File: config.mk
export PLATFORM = sky130hd
export DESIGN_NAME = memwb_stage_skid
export DESIGN_NICKNAME = d
export VERILOG_FILES = /design/src/rtl/memwb_stage_skid.sv
export SDC_FILE = /design/constraint.sdc
export NUM_CORES = 1
export LEC_CHECK = 0
export ABC_AREA = 0
export CAP_MARGIN = 20
export CORE_MARGIN = 2
export CORE_UTILIZATION = 53
export CTS_CLUSTER_SIZE = 14
export DETAILED_ROUTE_END_ITERATION = 6
export HOLD_SLACK_MARGIN = 0.15
export PLACE_DENSITY = 0.87
export SYNTH_ARGS = -nofsm -noshare
export SYNTH_HDL_FRONTEND = slang
export SYNTH_SLANG_ARGS = --single-unit
File: constraint.sdc
create_clock -name clk -period 4.17 [get_ports clk]
set_input_delay 0.6255 -clock clk [delete_from_list [all_inputs] [get_ports clk]]
set_output_delay 0.6255 -clock clk [all_outputs]
set_load 0.02 [all_outputs]
File: src/rtl/memwb_stage_skid.sv
// MEM/WB pipeline stage with valid/ready handshake and 2-entry skid buffer.
// Holds load data, ALU result, rd and writeback control for the WB stage.
module memwb_stage_skid #(
  parameter int XLEN          = 64,
  parameter int RD_W          = 5,
  parameter int CTRL_W        = 2,
  parameter bit ZERO_REG_KILL = 1'b1
) (
  input  logic              clk,
  input  logic              reset,
  input  logic              flush,
  input  logic              in_valid,
  output logic              in_ready,
  input  logic [XLEN-1:0]   in_read_data,
  input  logic [XLEN-1:0]   in_alu_result,
  input  logic [RD_W-1:0]   in_rd,
  input  logic [CTRL_W-1:0] in_ctrl,
  output logic              out_valid,
  input  logic              out_ready,
  output logic [XLEN-1:0]   out_read_data,
  output logic [XLEN-1:0]   out_alu_result,
  output logic [RD_W-1:0]   out_rd,
  output logic [CTRL_W-1:0] out_ctrl,
  output logic [XLEN-1:0]   out_wb_data,
  output logic              out_regwrite
);

  localparam logic [1:0] S_EMPTY = 2'd0;
  localparam logic [1:0] S_ONE   = 2'd1;
  localparam logic [1:0] S_TWO   = 2'd2;

  logic [1:0]        r_state;
  logic [XLEN-1:0]   r_m_rdata;
  logic [XLEN-1:0]   r_m_alu;
  logic [RD_W-1:0]   r_m_rd;
  logic [CTRL_W-1:0] r_m_ctrl;
  logic [XLEN-1:0]   r_s_rdata;
  logic [XLEN-1:0]   r_s_alu;
  logic [RD_W-1:0]   r_s_rd;
  logic [CTRL_W-1:0] r_s_ctrl;

  logic              w_accept;
  logic              w_consume;
  logic              w_kill;
  logic [CTRL_W-1:0] w_in_ctrl;

  assign in_ready  = (r_state != S_TWO);
  assign out_valid = (r_state != S_EMPTY);
  assign w_accept  = in_valid & in_ready;
  assign w_consume = out_valid & out_ready;
  assign w_kill    = ZERO_REG_KILL & (in_rd == '0);

  // Writes to x0 are neutralised before they are stored
  always_comb begin
    w_in_ctrl    = in_ctrl;
    w_in_ctrl[0] = in_ctrl[0] & ~w_kill;
  end

  always_ff @(posedge clk) begin
    if (!reset) begin
      r_state   <= S_EMPTY;
      r_m_rdata <= '0;
      r_m_alu   <= '0;
      r_m_rd    <= '0;
      r_m_ctrl  <= '0;
      r_s_rdata <= '0;
      r_s_alu   <= '0;
      r_s_rd    <= '0;
      r_s_ctrl  <= '0;
    end else if (flush) begin
      r_state <= S_EMPTY;
    end else begin
      unique case (r_state)
        S_EMPTY: begin
          if (w_accept) begin
            r_m_rdata <= in_read_data;
            r_m_alu   <= in_alu_result;
            r_m_rd    <= in_rd;
            r_m_ctrl  <= w_in_ctrl;
            r_state   <= S_ONE;
          end
        end
        S_ONE: begin
          if (w_accept && w_consume) begin
            r_m_rdata <= in_read_data;
            r_m_alu   <= in_alu_result;
            r_m_rd    <= in_rd;
            r_m_ctrl  <= w_in_ctrl;
          end else if (w_accept) begin
            r_s_rdata <= in_read_data;
            r_s_alu   <= in_alu_result;
            r_s_rd    <= in_rd;
            r_s_ctrl  <= w_in_ctrl;
            r_state   <= S_TWO;
          end else if (w_consume) begin
            r_state <= S_EMPTY;
          end
        end
        S_TWO: begin
          if (w_consume) begin
            r_m_rdata <= r_s_rdata;
            r_m_alu   <= r_s_alu;
            r_m_rd    <= r_s_rd;
            r_m_ctrl  <= r_s_ctrl;
            r_state   <= S_ONE;
          end
        end
        default: r_state <= S_EMPTY;
      endcase
    end
  end

  assign out_read_data  = r_m_rdata;
  assign out_alu_result = r_m_alu;
  assign out_rd         = r_m_rd;
  assign out_ctrl       = r_m_ctrl;
  assign out_wb_data    = r_m_ctrl[1] ? r_m_rdata : r_m_alu;
  assign out_regwrite   = out_valid & r_m_ctrl[0];

endmodule

Yosys cells after proc, flatten, opt, wreduce, memory -nomap -nowiden --
Index checks and enable logic that the tools add are counted.
Storage, ports and cells: bits in registers 272, output and inout port bits 202
Operators by class: equal/unequal tests 8, multiplexer cells 23, bitwise operators 8, reduce and logical (&&, ||, !) cells 9
Operator list (count):
- $mux W64 | 7
- $pmux W64 S3 | 2
- $mux W2 | 8
- $mux W5 | 3
- $pmux W5 S3 | 1
- $pmux W2 S3 | 2
- $ne A2 B2 Y1 const B | 5
- $reduce_and A4 Y1 | 2
- $logic_not A5 Y1 | 1
- $reduce_and A5 Y1 | 1
- $and A1 B1 Y1 | 4
- $not A1 Y1 | 4
- $ne A3 B3 Y1 const B | 1
- $reduce_bool A3 Y1 | 1
- $eq A2 B1 Y1 const B | 1
- $eq A2 B2 Y1 const B | 1
- $logic_not A2 Y1 | 1
- $reduce_bool A2 Y1 | 1
- $reduce_or A2 Y1 | 1
- $logic_and A1 B1 Y1 | 1

Logic depth before layout (Yosys ltp) --
depth after elaboration 6, depth in mapped cells 7, gate-level depth less buffers 5

Worst setup path before layout --
Ideal clock, no wire load.
kind reg-to-output, start point register r_m_ctrl[1], in the netlist out_ctrl[1], end point output out_wb_data[14], arrival 1.554 ns, data required time 3.544 ns, path slack 1.990 ns, cell stages (with the launch flop) 4, buffers on the path 2, cells stage by stage dfxtp_1 > clkbuf_1 > clkbuf_1 > mux2_2
Between the ends: cells in the longest elaborated chain, start to end 1
RTL lines:
- from (decl) | RTL line 36 | logic [CTRL_W-1:0] r_m_ctrl;
- from (signal assigned) | RTL line 79 | r_m_ctrl <= w_in_ctrl;
- from (signal assigned) | RTL line 88 | r_m_ctrl <= w_in_ctrl;
- from (signal assigned) | RTL line 104 | r_m_ctrl <= r_s_ctrl;
- $mux W64 | RTL line 117 | assign out_wb_data = r_m_ctrl[1] ? r_m_rdata : r_m_alu;
- to (decl) | RTL line 24 | output logic [XLEN-1:0] out_wb_data,
No other way between the ends.

Worst setup path after layout --
start point register r_m_ctrl[1], in the netlist out_ctrl[1], end point output out_wb_data[6]
Same word-level chain as after synthesis.

==> impl_metrics.yaml <==
placed_design:
  place_ws_ns: 1.19
  io_buffer_count: 341
  placed_area_sq_mm: 0.0161
  place_congestion: 0.848
  hpwl_mm: 22.0
clock_network:
  cts_resized: 0
  postCtsHoldBufs: 0
  cts_setup_buffers: 0
  cts_root_buf: "clkbuf_16"
  cts_buffer_depth: 3
  htree_levels: 1
  cts.sinks: 272
  clk-insertion-delay-late_ns: 0.53
  cts_tree: "yes"
  numCtsBuffers: 29
  path_clk_slew_ns: 0.06
timing:
  final.period_utilization_pct: 76.2
  finClkSkew_ns: 0.00695
  tns_ns: 0
  rsz0062_at_grt: "false"
  hold_viol_final: 0
  period_minus_slack_ns: 3.18
  max_freq_mhz: 315
  final_max_slew_viol_count: 0
  slew_headroom_pct: 31.8
  setup_violations: 0
  tightestPinTransition_ns: 1.02
  setup_ws_ns: 0.992
layout:
  drive_above_1_share_pct: 15.5
  fillers: 1680
  fin_nets: 1826
  final_common_cell: "nand2_1"
  final_cell_mix: "nand2_1 (404), clkdlybuf4s50_1 (339), dfxtp_1 (271)"
  area_growth_pct: 34.1
  design_area_sq_mm: 0.0170
global_route:
  grt_pass1_wl_mm: 57.3
  antenna_found_initial: 1
  track_usage_pct: 27.8
  grt_pass1_vias: 11200
  grt-ovfl-total: 0
  grt_max_degree: 155
floorplanning:
  initial_core_util_pct: 54.0
  pin_count: 342
  row_count: 56
  coreArea_sq_mm: 0.0235
  dieArea_sq_mm: 0.0252
  die_h_um: 159
  die_w_um: 159
critical_path:
  startpoint_type: "flop"
  critPathRequiredTime_ns: 3.54
  crit_fanout: 66
  critPathKind: "reg2out"
  r2r_end: "r_s_rdata[35]"
  crit_path_end_kind: "primary output"
  r2r-start: "r_state[1]"
  rr_worst_depth: 5
  crit_path_start: "out_ctrl[1]"
  cp_data_arrival_time_ns: 2.55
  reg2reg_slack_ns: 1.94
synthesis:
  syn_area_per_cell_sq_um: 8.78
  yosysWarningCount: 0
  yosysSeqAreaShare_pct: 43.0
  syn-num-nets: 1583
  netlist_area_sq_mm: 0.0127
  synthCells: 1443
  ys_types: 34
  ys_seq_elements: 272
detailed_routing:
  drc: 0
  wirelength_mm: 36.3
  wl_per_cell_um: 17.9
  dr_total_vias: 11500
  first_iter_violations: 673
  drt_pass1_iterations: 5
  postRouteAntennaNets: 0
  vias_per_cell: 5.66
pwr:
  vdd_ir_drop_max_mv: 0.271
  p_total_mw: 6.14
  power.leakage_nw: 5.95
  power_density_mw_per_mm2: 362
worst_hold_path:
  hold_depth: 2
  hold_start: "r_s_rdata[39]"
  hold_path_end: "r_s_rdata[39]"
  hold_path.class: "reg2reg"
run_status:
  outcome: "finished, final reports clean"
flow_run:
  drv_cap: 0
## worst max path at each step
stage                 endpoint  slack (ns)
3_5_place_dp       r_s_alu[44]        1.19
6_report        out_wb_data[6]        0.99
2_1_floorplan  out_wb_data[14]        1.99
5_1_grt        out_wb_data[12]        0.93
3_3_place_gp       r_s_alu[56]        1.30
4_1_cts        out_wb_data[12]        0.99
## cells in the mapped netlist
cell | instances | area share [%]
a21boi_0 | 104 | 6.2
nand3_1 | 1 | 0.039
nand2b_2 | 1 | 0.069
and2_1 | 1 | 0.049
and3b_1 | 2 | 0.14
a21oi_1 | 4 | 0.16
nand2b_1 | 1 | 0.049
buf_2 | 36 | 1.4
o21ai_0 | 111 | 4.4
nor2_1 | 1 | 0.030
or3_1 | 1 | 0.049
buf_6 | 4 | 0.36
buf_4 | 1 | 0.059
nor3_4 | 1 | 0.13
mux2_2 | 198 | 18
nor4b_1 | 1 | 0.069
o21a_1 | 1 | 0.059
inv_2 | 1 | 0.030
o211ai_1 | 135 | 8.0
nand3b_1 | 1 | 0.059
o21ai_1 | 23 | 0.91
clkbuf_1 | 98 | 2.9
o2111ai_1 | 1 | 0.069
buf_1 | 2 | 0.059
dfxtp_1 | 272 | 43
or2_1 | 1 | 0.049
o22ai_1 | 1 | 0.049
o211a_1 | 1 | 0.079
or4_1 | 1 | 0.059
and2b_1 | 1 | 0.059
nand2_1 | 404 | 12
a21boi_1 | 30 | 1.8
or2_2 | 1 | 0.049
nor2b_1 | 1 | 0.049
## state kept, by name, indices dropped and copies added, names as in the netlist
name            count
out_ctrl            2
r_state             2
out_alu_result     64
out_rd              5
r_s_alu            64
r_s_rdata          64
r_s_rd              5
out_read_data      64
r_s_ctrl            2
## critical path: stages (launching register included)
cell	delay, ns
dfxtp_4	0.96
mux2_2	0.43
clkdlybuf4s50_1	0.56
## report_power, final
group	switching, mW	internal, mW
Sequential	0.0800	2.68
Combinational	0.429	0.444
Clock	1.01	1.50
## logic make-up after synthesis
kind of cell / share of synthesized area [%]
AOI/OAI and AO/OA: 21.7
buffers and inverters: 4.83
DFF: 43.0
muxes: 17.6
and+or+nand+nor: 12.9
## layer usage
metal | wire length (um) | track usage [%]
met5 | 0 | 0
met4 | 1230 | 11.2
met3 | 2550 | 5.25
met2 | 18000 | 47.7
met1 | 14600 | 34.4
## per-stage QoR
| step | hold slack [ns] | std cells | utilization [%] |
|---|---|---|---|
| floorplan | 0.431 | 1443 | - |
| global placement | 0.437 | 1974 | 68.4 |
| detailed placement | 0.445 | 1974 | 68.4 |
| CTS | 0.453 | 2024 | 72.4 |
| global route | 0.475 | 2025 | 72.4 |
| finish | 0.453 | 2025 | 72.4 |
## final cells by class
class,instances,area (sq um),area share [%]
diodes,1,2.50,0.0147
clock buffers,41,831,4.89
clock inverters,9,101,0.597
inverters,1,8.76,0.0516
multi-input cells,1029,6630,39.0
flip-flops and latches,272,5450,32.1
well taps,319,399,2.35
repair buffers,353,3570,21.0
Power figures use the tool's default switching activity.
